File: src/rtl/serial_sub_ctrl.sv
// Bit-serial subtractor: computes a - b - bin LSB first through one full-subtractor cell.
// Optional signed-overflow flag is enabled with `define SUB_OVF_EN.
module serial_sub_ctrl #(
  parameter int WIDTH = 8
) (
  input  logic             clk,
  input  logic             rst_n,
  input  logic             start,
  input  logic [WIDTH-1:0] a,
  input  logic [WIDTH-1:0] b,
  input  logic             bin,
  output logic             busy,
  output logic             done,
  output logic [WIDTH-1:0] diff,
  output logic             bout,
  output logic             ovf
);

  localparam int CNT_W = (WIDTH > 1) ? $clog2(WIDTH) : 1;

  typedef enum logic [1:0] {IDLE, SHIFT, DONE} state_e;

  state_e           state_q, state_d;
  logic [WIDTH-1:0] a_sr_q, a_sr_d;
  logic [WIDTH-1:0] b_sr_q, b_sr_d;
  logic [WIDTH-1:0] diff_q, diff_d;
  logic [CNT_W-1:0] cnt_q, cnt_d;
  logic             br_q, br_d;
  logic             bout_q, bout_d;
  logic             busy_q, busy_d;
  logic             done_q, done_d;

  logic cell_a, cell_b, cell_diff, cell_bout, last;

  assign cell_a    = a_sr_q[0];
  assign cell_b    = b_sr_q[0];
  assign cell_diff = cell_a ^ cell_b ^ br_q;
  assign cell_bout = (~cell_a & cell_b) | (~cell_a & br_q) | (cell_b & br_q);
  assign last      = (cnt_q == CNT_W'(WIDTH - 1));

  // NOTE: every _d starts as its _q (done as 0) so no path through the case leaves a latch.
  always_comb begin
    state_d = state_q;
    a_sr_d  = a_sr_q;
    b_sr_d  = b_sr_q;
    diff_d  = diff_q;
    cnt_d   = cnt_q;
    br_d    = br_q;
    bout_d  = bout_q;
    busy_d  = busy_q;
    done_d  = 1'b0;
    case (state_q)
      IDLE: begin
        if (start) begin
          a_sr_d  = a;
          b_sr_d  = b;
          br_d    = bin;
          cnt_d   = '0;
          diff_d  = '0;
          bout_d  = 1'b0;
          busy_d  = 1'b1;
          state_d = SHIFT;
        end
      end
      SHIFT: begin
        a_sr_d = {1'b0, a_sr_q[WIDTH-1:1]};
        b_sr_d = {1'b0, b_sr_q[WIDTH-1:1]};
        diff_d = {cell_diff, diff_q[WIDTH-1:1]};
        br_d   = cell_bout;
        if (last) begin
          // Counter parks at WIDTH-1 instead of wrapping.
          state_d = DONE;
          busy_d  = 1'b0;
          done_d  = 1'b1;
          bout_d  = cell_bout;
        end else begin
          cnt_d = cnt_q + 1'b1;
        end
      end
      DONE:    state_d = IDLE;
      default: state_d = IDLE;
    endcase
  end

  // NOTE: sequential state uses non-blocking assignments so all flops update together.
  always_ff @(posedge clk or negedge rst_n) begin
    if (!rst_n) begin
      state_q <= IDLE;
      a_sr_q  <= '0;
      b_sr_q  <= '0;
      diff_q  <= '0;
      cnt_q   <= '0;
      br_q    <= 1'b0;
      bout_q  <= 1'b0;
      busy_q  <= 1'b0;
      done_q  <= 1'b0;
    end else begin
      state_q <= state_d;
      a_sr_q  <= a_sr_d;
      b_sr_q  <= b_sr_d;
      diff_q  <= diff_d;
      cnt_q   <= cnt_d;
      br_q    <= br_d;
      bout_q  <= bout_d;
      busy_q  <= busy_d;
      done_q  <= done_d;
    end
  end

`ifdef SUB_OVF_EN
  logic ovf_q, ovf_d;

  // The final cell sees the operand MSBs, so no separate capture flops are needed.
  always_comb begin
    ovf_d = ovf_q;
    if (state_q == IDLE && start) begin
      ovf_d = 1'b0;
    end else if (state_q == SHIFT && last) begin
      ovf_d = (cell_a != cell_b) && (cell_diff != cell_a);
    end
  end

  always_ff @(posedge clk or negedge rst_n) begin
    if (!rst_n) ovf_q <= 1'b0;
    else        ovf_q <= ovf_d;
  end

  assign ovf = ovf_q;
`else
  assign ovf = 1'b0;
`endif

  assign busy = busy_q;
  assign done = done_q;
  assign diff = diff_q;
  assign bout = bout_q;

endmodule

File: config.mk
export PLATFORM = sky130hd
export DESIGN_NAME = serial_sub_ctrl
export DESIGN_NICKNAME = d
export VERILOG_FILES = /design/src/rtl/serial_sub_ctrl.sv
export SDC_FILE = /design/constraint.sdc
export NUM_CORES = 1
export LEC_CHECK = 0
export BUFFER_PORTS_ARGS = -buffer_cell sky130_fd_sc_hd__buf_2
export CAP_MARGIN = 20
export CORE_ASPECT_RATIO = 0.9
export CORE_MARGIN = 3
export CORE_UTILIZATION = 35
export CTS_BUF_LIST = sky130_fd_sc_hd__clkbuf_8
export CTS_CLUSTER_SIZE = 14
export DETAILED_ROUTE_END_ITERATION = 6
export PLACE_DENSITY_LB_ADDON = 0.1
export REMOVE_ABC_BUFFERS = 1
export SLEW_MARGIN = 25
export SYNTH_ARGS = -nofsm -noshare
export SYNTH_HDL_FRONTEND = slang
export SYNTH_SLANG_ARGS = --single-unit
File: constraint.sdc
create_clock -name clk -period 2.1 [get_ports clk]
set_clock_uncertainty 0.2 [all_clocks]
set_input_delay 0.63 -clock clk [delete_from_list [all_inputs] [get_ports clk]]
set_output_delay 0.63 -clock clk [all_outputs]
set_load 0.1 [all_outputs]
* Word level (Yosys, flattened, before mapping)
Index checks and enable logic that the tools add are counted.
** Word-level totals
- Bits of input ports :: 20
- Flip-flop bits (word level) :: 33
- Word-level logic and storage cells :: 51
- Output and inout bits :: 12
** Operators by class
- Eq/ne operators :: 5
- Reduce and logical (&&, ||, !) cells :: 6
- Bitwise logic cells :: 8
- Add/subtract/negate cells :: 1
- Muxes and demuxes :: 22
** Operators with widths (count)
- one-hot mux 8 bit (2 select lines) :: 3
- 2-to-1 mux 8 bit :: 3
- 2-to-1 mux 1 bit :: 7
- 2-to-1 mux 3 bit :: 2
- != test 2 bit (second input constant) :: 3
- one-hot mux 1 bit (2 select lines) :: 3
- one-hot mux 3 bit (2 select lines) :: 1
- AND reduction 3 bit :: 2
- 2-to-1 mux 2 bit :: 2
- one-hot mux 2 bit (2 select lines) :: 1
- AND reduction 2 bit :: 2
- adder 3 x 1 -> 3 bit (second input constant) :: 1
- bitwise AND 1 bit :: 3
- == test 3 bit (second input constant) :: 1
- == test 2 x 1 -> 1 bit (second input constant) :: 1
- zero test 2 bit :: 1
- bitwise OR 1 bit :: 2
- nonzero test 2 bit :: 1
- XOR 1 bit :: 2
- inverter 1 bit :: 1

* Logic depth before layout (Yosys ltp)
Gate-level depths: netlist of the first run.
- Word-level depth :: 6
- Gate-level depth with buffers :: 5
- Gate-level depth less buffers :: 5

* Worst setup path before layout of the first run
OpenSTA, ideal clock, no wires.
- Kind :: flip-flop to output port
- Start point :: register bout_q, in the netlist bout
- End point :: output bout
- Data arrival time :: 0.913 ns
- Data required time :: 1.270 ns
- Path buffers :: 0
- Stages on the path, launching flop included :: 1
- Setup slack :: 0.357 ns
- Cell sequence :: dfrtp_1
** RTL lines
- from (decl) :: line 29 : logic bout_q, bout_d;
- from (signal assigned) :: line 104 : bout_q <= bout_d;
- to (decl) :: line 15 : output logic bout,
No word-level cell between the ends.

* Final worst setup path of the first run
- Start point :: register diff_q[5], in the netlist diff[5]
- End point :: output diff[5]
** RTL lines
- from (decl) :: line 26 : logic [WIDTH-1:0] diff_q, diff_d;
- from (signal assigned) :: line 101 : diff_q <= diff_d;
- to (decl) :: line 14 : output logic [WIDTH-1:0] diff,
No word-level cell between the ends.

==> results of run 1 <==
==> registers in the layout (all words and copies together) (netlist names), 2 cells and up <==
name,flops
a_sr_q,8
cnt_q,3
diff,8
state_q,2
b_sr_q,8
==> cell type report <==
cell class	count	area [um^2]
flip-flops and latches	33	826
fillers	421	2340
clock inverters	1	5.00
well taps	60	75.1
clock buffers	7	96.3
repair buffers	36	208
inverters	5	18.8
multi-input cells	99	646
==> cells by family (layout without fill, tap and decap cells) <==
logic type      count (synthesis)  count (layout)  share of synthesized area [%]
simple gates                   53              53                           17.3
compound gates                 39              39                           18.3
flops                          33              33                           52.3
buf+inv                        18              49                           6.89
fa+ha+maj                       4               4                           3.64
mux                             2               2                           1.35
other cells                     1               1                          0.237
==> layer usage <==
layer  GRT usage (%)  part of all wire [%]  up-vias
met5               0                     0        -
met4            5.43                   1.5        0
met3            5.45                   6.3        5
met2            21.5                    44       46
met1            19.3                    48      622
li1                -                     -      613
==> synth_stat cells (all sizes together) <==
master / count
a221oi: 1
a22o: 14
and2: 1
buf: 12
clkbuf: 1
conb: 1
dfrtp: 33
fa: 1
ha: 3
inv: 5
mux2: 1
mux2i: 1
nand2: 3
nand2b: 3
nor2: 7
nor2b: 2
nor3: 36
o21ai: 6
o22ai: 14
o31ai: 1
o32ai: 3
or2: 1
==> how the worst max path moves through the flow <==
stage | endpoint | cells past startpoint | from | slack (ns)
finish | diff[5] | 1 | diff[5] | 0.16
detailed placement | br_q | 4 | start | 0.30
CTS | diff[5] | 1 | diff[5] | 0.15
global route | diff[5] | 1 | diff[5] | 0.11
floorplan | a_sr_q[1] | 3 | state_q[0] | 0.23
global placement | br_q | 4 | start | 0.36
==> through the flow <==
| step | cells | hold WS, ns | total power [W] | utilization, % |
|---|---|---|---|---|
| 2_1_floorplan | 137 | 0.134 | 0.00237 | - |
| 3_3_place_gp | 233 | 0.282 | 0.00272 | 42.1 |
| 3_5_place_dp | 233 | 0.279 | 0.00276 | 42.1 |
| 4_1_cts | 241 | 0.0698 | 0.00329 | 44.5 |
| 5_1_grt | 241 | 0.0846 | 0.00348 | 44.5 |
| 6_report | 241 | 0.0586 | 0.00328 | 44.5 |
==> where the power goes <==
part	switching, W	internal, W	total, W
sequential	0.000230	0.000914	0.00114
combinational	0.00109	0.000508	0.00160
clock	0.000241	0.000296	0.000537
==> layout by cell type, fill, tap and decap left out <==
master / instances
mux2i_1: 1
nor2b_1: 2
fa_1: 1
nand2_4: 1
and2_1: 1
nand2b_2: 1
ha_1: 3
inv_2: 1
dfrtp_1: 33
o32ai_1: 3
nor3_1: 36
inv_1: 4
nand2b_1: 2
a221oi_2: 1
o22ai_1: 14
conb_1: 1
buf_4: 5
mux2_2: 1
buf_12: 1
nand2_1: 2
buf_2: 30
o31ai_1: 1
or2_4: 1
clkinv_2: 1
clkbuf_8: 7
o21ai_0: 6
nor2_1: 7
a22o_1: 14
==> impl_metrics.toml, run 1 <==
[sta]
rsz0062_at_grt = "no"
relSlewSlack_pct = 59.8
tns_ns = 0
worst_slew_pin_slew_ns = 0.603
fmax_ghz = 0.516
min_period_ns = 1.94
fin_ws_ns = 0.162
slew_violations = 0
hold_viol = 0
finalSetupViolations = 0
fin_crit_sh_pct = 92.3

[clock_tree]
cts_tree = "yes"
cts_root_buffer = "clkbuf_8"
cts_buffers = 5
clk_latency_ns = 0.28
h-tree-depth = 2
cts.reportedPaths.clkPinSlew_ns = 0.07
post_cts_resized = 0
ctsHoldBuffers = 0
clockBufferDepth = 2
cts_sinks = 33
post_cts_buffers = 0

[placed_design]
pre_cts_ws_ns = 0.297
globalplace.congestion = 0.759
port_buffers = 30
hpwl_um = 2460
placed_area_um2 = 1770

[synthesis]
netlist_instances = 150
synth-seq-cells = 33
synth_area_leaders = "dfrtp_1 (52%), nor3_1 (11%), a22o_1 (7.8%)"
synthDominantCellAreaShare_pct = 52.3
syn-cell-area_um2 = 1580
yosys_warnings = 0
ys_seq_area_share_pct = 52.3
syn_avg_cell_area_um2 = 10.5
yosys.area.top_type = "dfrtp_1"
ys_types = 28

[critical_path]
ff2ff_path_depth = 3
critical_path_class = "flop to output pin"
required_ns = 1.27
cp.arrival_ns = 1.11
crit_fanout = 3
path_delay_family = "buffers and inverters"
rr_endpoint = "a_sr_q[6]"
critPathLaunchType = "flop"
reg2reg_slack_ns = 0.34
cp-end-kind = "output pin"
path_cells = "buf_2"
slowest_delay_ns = 0.44
critPathSlowestCell = "buf_2"
critical_path_buf_inv_count = 1
r2r-start = "state_q[1]"

[power_and_ir_drop]
irDropWorstVdd_mv = 0.647
power_density_nw_per_um2 = 1750
p_leak_nw = 0.857

[routing]
vias = 1286
vias_per_cell = 5.34
first_pass_iters = 4
drt-wirelength-per-cell_um = 14.8
wl_um = 3570
drc = 0
ant_nets = 0
drt_iter0_markers = 93

[floorplanning]
fp.dieH_um = 69.7
die_width_um = 76.8
core.rowCount = 22
dieArea_um2 = 5360
core_area_um2 = 4210
ioPinCount = 32
start_util_pct = 37.5

[global_routing]
antenna_found_initial = 0
grt_pass1_vias = 1265
grt_pass1_wl_um = 6140
grt_usage_pct = 14.5
grt_remaining_overflow = 0
grt_max_degree = 27

[final_layout]
syn2layout_area_growth_pct = 18.6
num_antenna_cells = 0
drive_gt1_share_pct = 27.6
design_area_um2 = 1870
nets = 204

[outcome]
status = "completed"

[worst_hold_path]
hp-class = "primary input to asynchronous set/reset pin"

[run]
cap_violations = 0
Note: power is estimated with default switching activity, not from simulation.
==> run 2: changes to the inputs <==
RECOVER_POWER = 100   (was unset)
==> impl_metrics.toml, run 2 (synthesized netlist as in run 1, its figures left out) <==
[critical_path]
critPathLaunchType = "flop"
critical_path_buf_inv_count = 1
cp-end-kind = "output pin"
critPathSlowestCell = "clkbuf_2"
cp.arrival_ns = 1.14
required_ns = 1.27
critical_path_class = "flop to output pin"
slowest_delay_ns = 0.47
path_delay_family = "buffers and inverters"
crit_fanout = 3
path_cells = "clkbuf_2"

[routing]
wl_um = 3550
dr_wl_met3_um = 204
vias = 1289
drt-wirelength-per-cell_um = 14.7
vias_per_cell = 5.35
drc = 0
wl_met2_um = 1550
first_pass_iters = 4
top_layer = "met4"
met1_length_um = 1730
ant_nets = 0
drt_iter0_markers = 102

[final_layout]
nets = 204
syn2layout_area_growth_pct = 17.3
layout_commonest_cell = "nor3_1"
drive_gt1_share_pct = 26.0
layout_common_cells = "nor3_1 (36), dfrtp_1 (33), buf_2 (18), o22ai_1 (14), a22o_1 (14)"
num_antenna_cells = 0

[clock_tree]
h-tree-depth = 2
cts_buffers = 5
clockBufferDepth = 2
post_cts_buffers = 0
ctsHoldBuffers = 0
cts_tree = "yes"
cts_sinks = 33
clk_latency_ns = 0.29
cts.reportedPaths.clkPinSlew_ns = 0.07
cts_root_buffer = "clkbuf_8"
post_cts_resized = 0

[global_routing]
grt_remaining_overflow = 0
grt_pass1_vias = 1265
grt_max_degree = 27
antenna_found_initial = 0
grt_pass1_wl_um = 6140
grt_usage_pct = 14.5

[placed_design]
hpwl_um = 2460
port_buffers = 30
globalplace.congestion = 0.759

[floorplanning]
core_area_um2 = 4210
start_util_pct = 37.5
fp.dieH_um = 69.7
ioPinCount = 32
core.rowCount = 22
dieArea_um2 = 5360
die_width_um = 76.8

[sta]
finalSetupViolations = 0
rsz0062_at_grt = "no"
tns_ns = 0
fmax_ghz = 0.508
relSlewSlack_pct = 40.4
worst_slew_pin_slew_ns = 0.893
fin_crit_sh_pct = 93.7
min_period_ns = 1.97
slew_violations = 0
hold_viol = 0

[power_and_ir_drop]
p_leak_nw = 0.845
total_power_w = 0.00326
irDropWorstVdd_mv = 0.645
power_density_nw_per_um2 = 1760

[run]
cap_violations = 0

[worst_hold_path]
hp-class = "primary input to asynchronous set/reset pin"

[outcome]
status = "completed"
-- run 2: cell count changes in the layout (fill, tap and decap cells not counted), sizes merged --
cell | before | now
buf | 36 | 21
clkbuf | 7 | 22
-- run 2: cell type report --
class / count / area [um^2]
clock buffers: 7 / 96.3
fillers: 424 / 2360
clock inverters: 1 / 5.00
well taps: 60 / 75.1
flip-flops and latches: 33 / 826
multi-input cells: 99 / 643
inverters: 5 / 18.8
repair buffers: 36 / 189
-- run 2: where the power goes --
| part | internal, W | leakage, nW | switching, W |
|---|---|---|---|
| Combinational | 0.000495 | 0.386 | 0.00109 |
| Clock | 0.000296 | 0.0542 | 0.000240 |
| Sequential | 0.000914 | 0.404 | 0.000233 |
| Total | 0.00171 | 0.845 | 0.00156 |
-- run 2: final timing paths --
kind,start,end,slack [ns],cells after the start
setup / recovery,diff[5],diff[5],0.13,1
hold / removal,rst_n,a_sr_q[2],0.24,1
setup reg to reg,state_q[1],br_q,0.31,3
hold reg to reg,diff[0],diff[0],0.30,1
max in group asynchronous,rst_n,state_q[1],0.51,2
min in group clk,diff[0],diff[0],0.30,1
-- run 2: routing by layer --
metal	global-route usage (%)	up-vias
li1	-	618
met1	19.3	625
met2	21.5	41
met3	5.45	5
met4	5.43	0
met5	0	-
-- run 2: stage by stage --
| stage | instances | cell area, um^2 | setup slack, ns | utilization, % | hold slack, ns |
|---|---|---|---|---|---|
| after floorplan | 137 | 1490 | 0.226 | - | 0.134 |
| after CTS | 241 | 1870 | 0.154 | 44.5 | 0.0698 |
| final | 241 | 1850 | 0.132 | 44.0 | 0.237 |
| after detailed placement | 233 | 1770 | 0.297 | 42.1 | 0.279 |
| after global routing | 241 | 1850 | 0.0754 | 44.0 | 0.318 |
| after global placement | 233 | 1770 | 0.359 | 42.1 | 0.282 |
==> run 3: changes to the inputs <==
==> constraint.sdc (replaced) <==
create_clock -name clk -period 2.1 [get_ports clk]
set_clock_uncertainty 0.2 [all_clocks]
set_input_delay 0.42 -clock clk [delete_from_list [all_inputs] [get_ports clk]]
set_output_delay 0.42 -clock clk [all_outputs]
set_load 0.1 [all_outputs]
==> impl_metrics.toml, run 3 (synthesized netlist as in run 1, its figures left out) <==
[outcome]
status = "completed"

[placed_design]
port_buffers = 30
placed_cells = 231
hpwl_um = 2340
placed_area_um2 = 1750
globalplace.congestion = 0.754

[clock_tree]
clockBufferDepth = 2
cts_tree = "yes"
cts.reportedPaths.clkPinSlew_ns = 0.07
h-tree-depth = 2
clk_latency_ns = 0.28
post_cts_resized = 0
cts_buffers = 5
cts_root_buffer = "clkbuf_8"
cts_sinks = 33
post_cts_buffers = 0
ctsHoldBuffers = 0

[routing]
vias = 1265
first_pass_iters = 4
wl_um = 3470
vias_per_cell = 5.32
drc = 0
drt-wirelength-per-cell_um = 14.6
drt_iter0_markers = 62
ant_nets = 0

[sta]
hold_viol = 0
finalSetupViolations = 0
slew_violations = 0
rsz0062_at_grt = "no"
tns_ns = 0
worst_slew_pin_slew_ns = 0.827
min_period_ns = 1.82
fin_crit_sh_pct = 86.5
relSlewSlack_pct = 44.9
fmax_ghz = 0.550

[final_layout]
layout_commonest_cell = "nor3_1"
syn2layout_area_growth_pct = 15.8
drive_gt1_share_pct = 25.3
nets = 202
fin_cells = 238
design_area_um2 = 1830
finish.utilization_pct = 43.4
num_antenna_cells = 0
layout_common_cells = "nor3_1 (36), dfrtp_1 (33), buf_2 (18), o22ai_1 (14), a22o_1 (14)"

[critical_path]
crit_top_cell = "nor3_1"
r2r-start = "state_q[0]"
critical_path_class = "flop to flop"
rr_endpoint = "a_sr_q[4]"
crit_fanout = 20
cp-end-kind = "flop"
critical_path_buf_inv_count = 2
critPathSlowestCell = "dfrtp_1"
ff2ff_path_depth = 4
path_cells = "clkbuf_2 > buf_4 > nor3_1 > nor3_1"
cp.arrival_ns = 1.80
path_delay_family = "buffers and inverters"
crit_start = "state_q[0]"
reg2reg_slack_ns = 0.28
required_ns = 2.09
critPathLaunchType = "flop"
slowest_delay_ns = 0.54

[global_routing]
grt_pass1_wl_um = 6000
grt_usage_pct = 14.1
antenna_found_initial = 0
grt_pass1_vias = 1251
grt_remaining_overflow = 0
grt_max_degree = 34

[floorplanning]
dieArea_um2 = 5360
ioPinCount = 32
core.rowCount = 22
core_area_um2 = 4210
fp.dieH_um = 69.7
start_util_pct = 37.5
die_width_um = 76.8

[power_and_ir_drop]
irDropWorstVdd_mv = 0.752
total_power_w = 0.00318
power_density_nw_per_um2 = 1740
p_leak_nw = 0.832

[run]
cap_violations = 0

[worst_hold_path]
hp-class = "primary input to asynchronous set/reset pin"
==> run 3: cell count changes in the layout (fill, tap and decap cells not counted), sizes merged <==
cell,delta
clkinv,-1
clkbuf,-3
inv,+1
==> run 3: final cells by class <==
cell class / count / area [um^2]
flip-flops and latches: 33 / 826
inverters: 5 / 18.8
clock inverters: 1 / 3.75
repair buffers: 34 / 178
well taps: 60 / 75.1
multi-input cells: 99 / 646
fillers: 427 / 2380
clock buffers: 6 / 82.6
==> run 3: how the worst max path moves through the flow <==
stage          slack (ns)        end  depth (start not counted)
6_report             0.28  a_sr_q[4]                          4
5_1_grt              0.12  b_sr_q[1]                          4
4_1_cts              0.36    diff[6]                          1
3_5_place_dp         0.40  a_sr_q[4]                          3
3_3_place_gp         0.44       br_q                          4
2_1_floorplan        0.23  a_sr_q[1]                          3
==> run 3: routing by layer <==
layer | global-route usage, % | vias to the layer above | part of all wire, %
li1 | - | 607 | -
met1 | 19.2 | 622 | 50
met2 | 20.7 | 28 | 44
met3 | 4.55 | 8 | 4.7
met4 | 5.43 | 0 | 1.5
met5 | 0 | - | 0
==> run 3: power breakdown <==
| part | internal (W) | switching, W | leakage [nW] |
|---|---|---|---|
| Combinational | 0.000483 | 0.00108 | 0.379 |
| Clock | 0.000255 | 0.000215 | 0.0485 |
| Sequential | 0.000914 | 0.000233 | 0.404 |
==> run 3: stage by stage <==
step                      worst slack [ns]  hold slack (ns)
after floorplan                      0.226          -0.0756
after global placement               0.437            0.281
after detailed placement             0.397            0.283
after CTS                            0.359           0.0209
after global routing                 0.115           0.0858
final                                0.283           0.0249
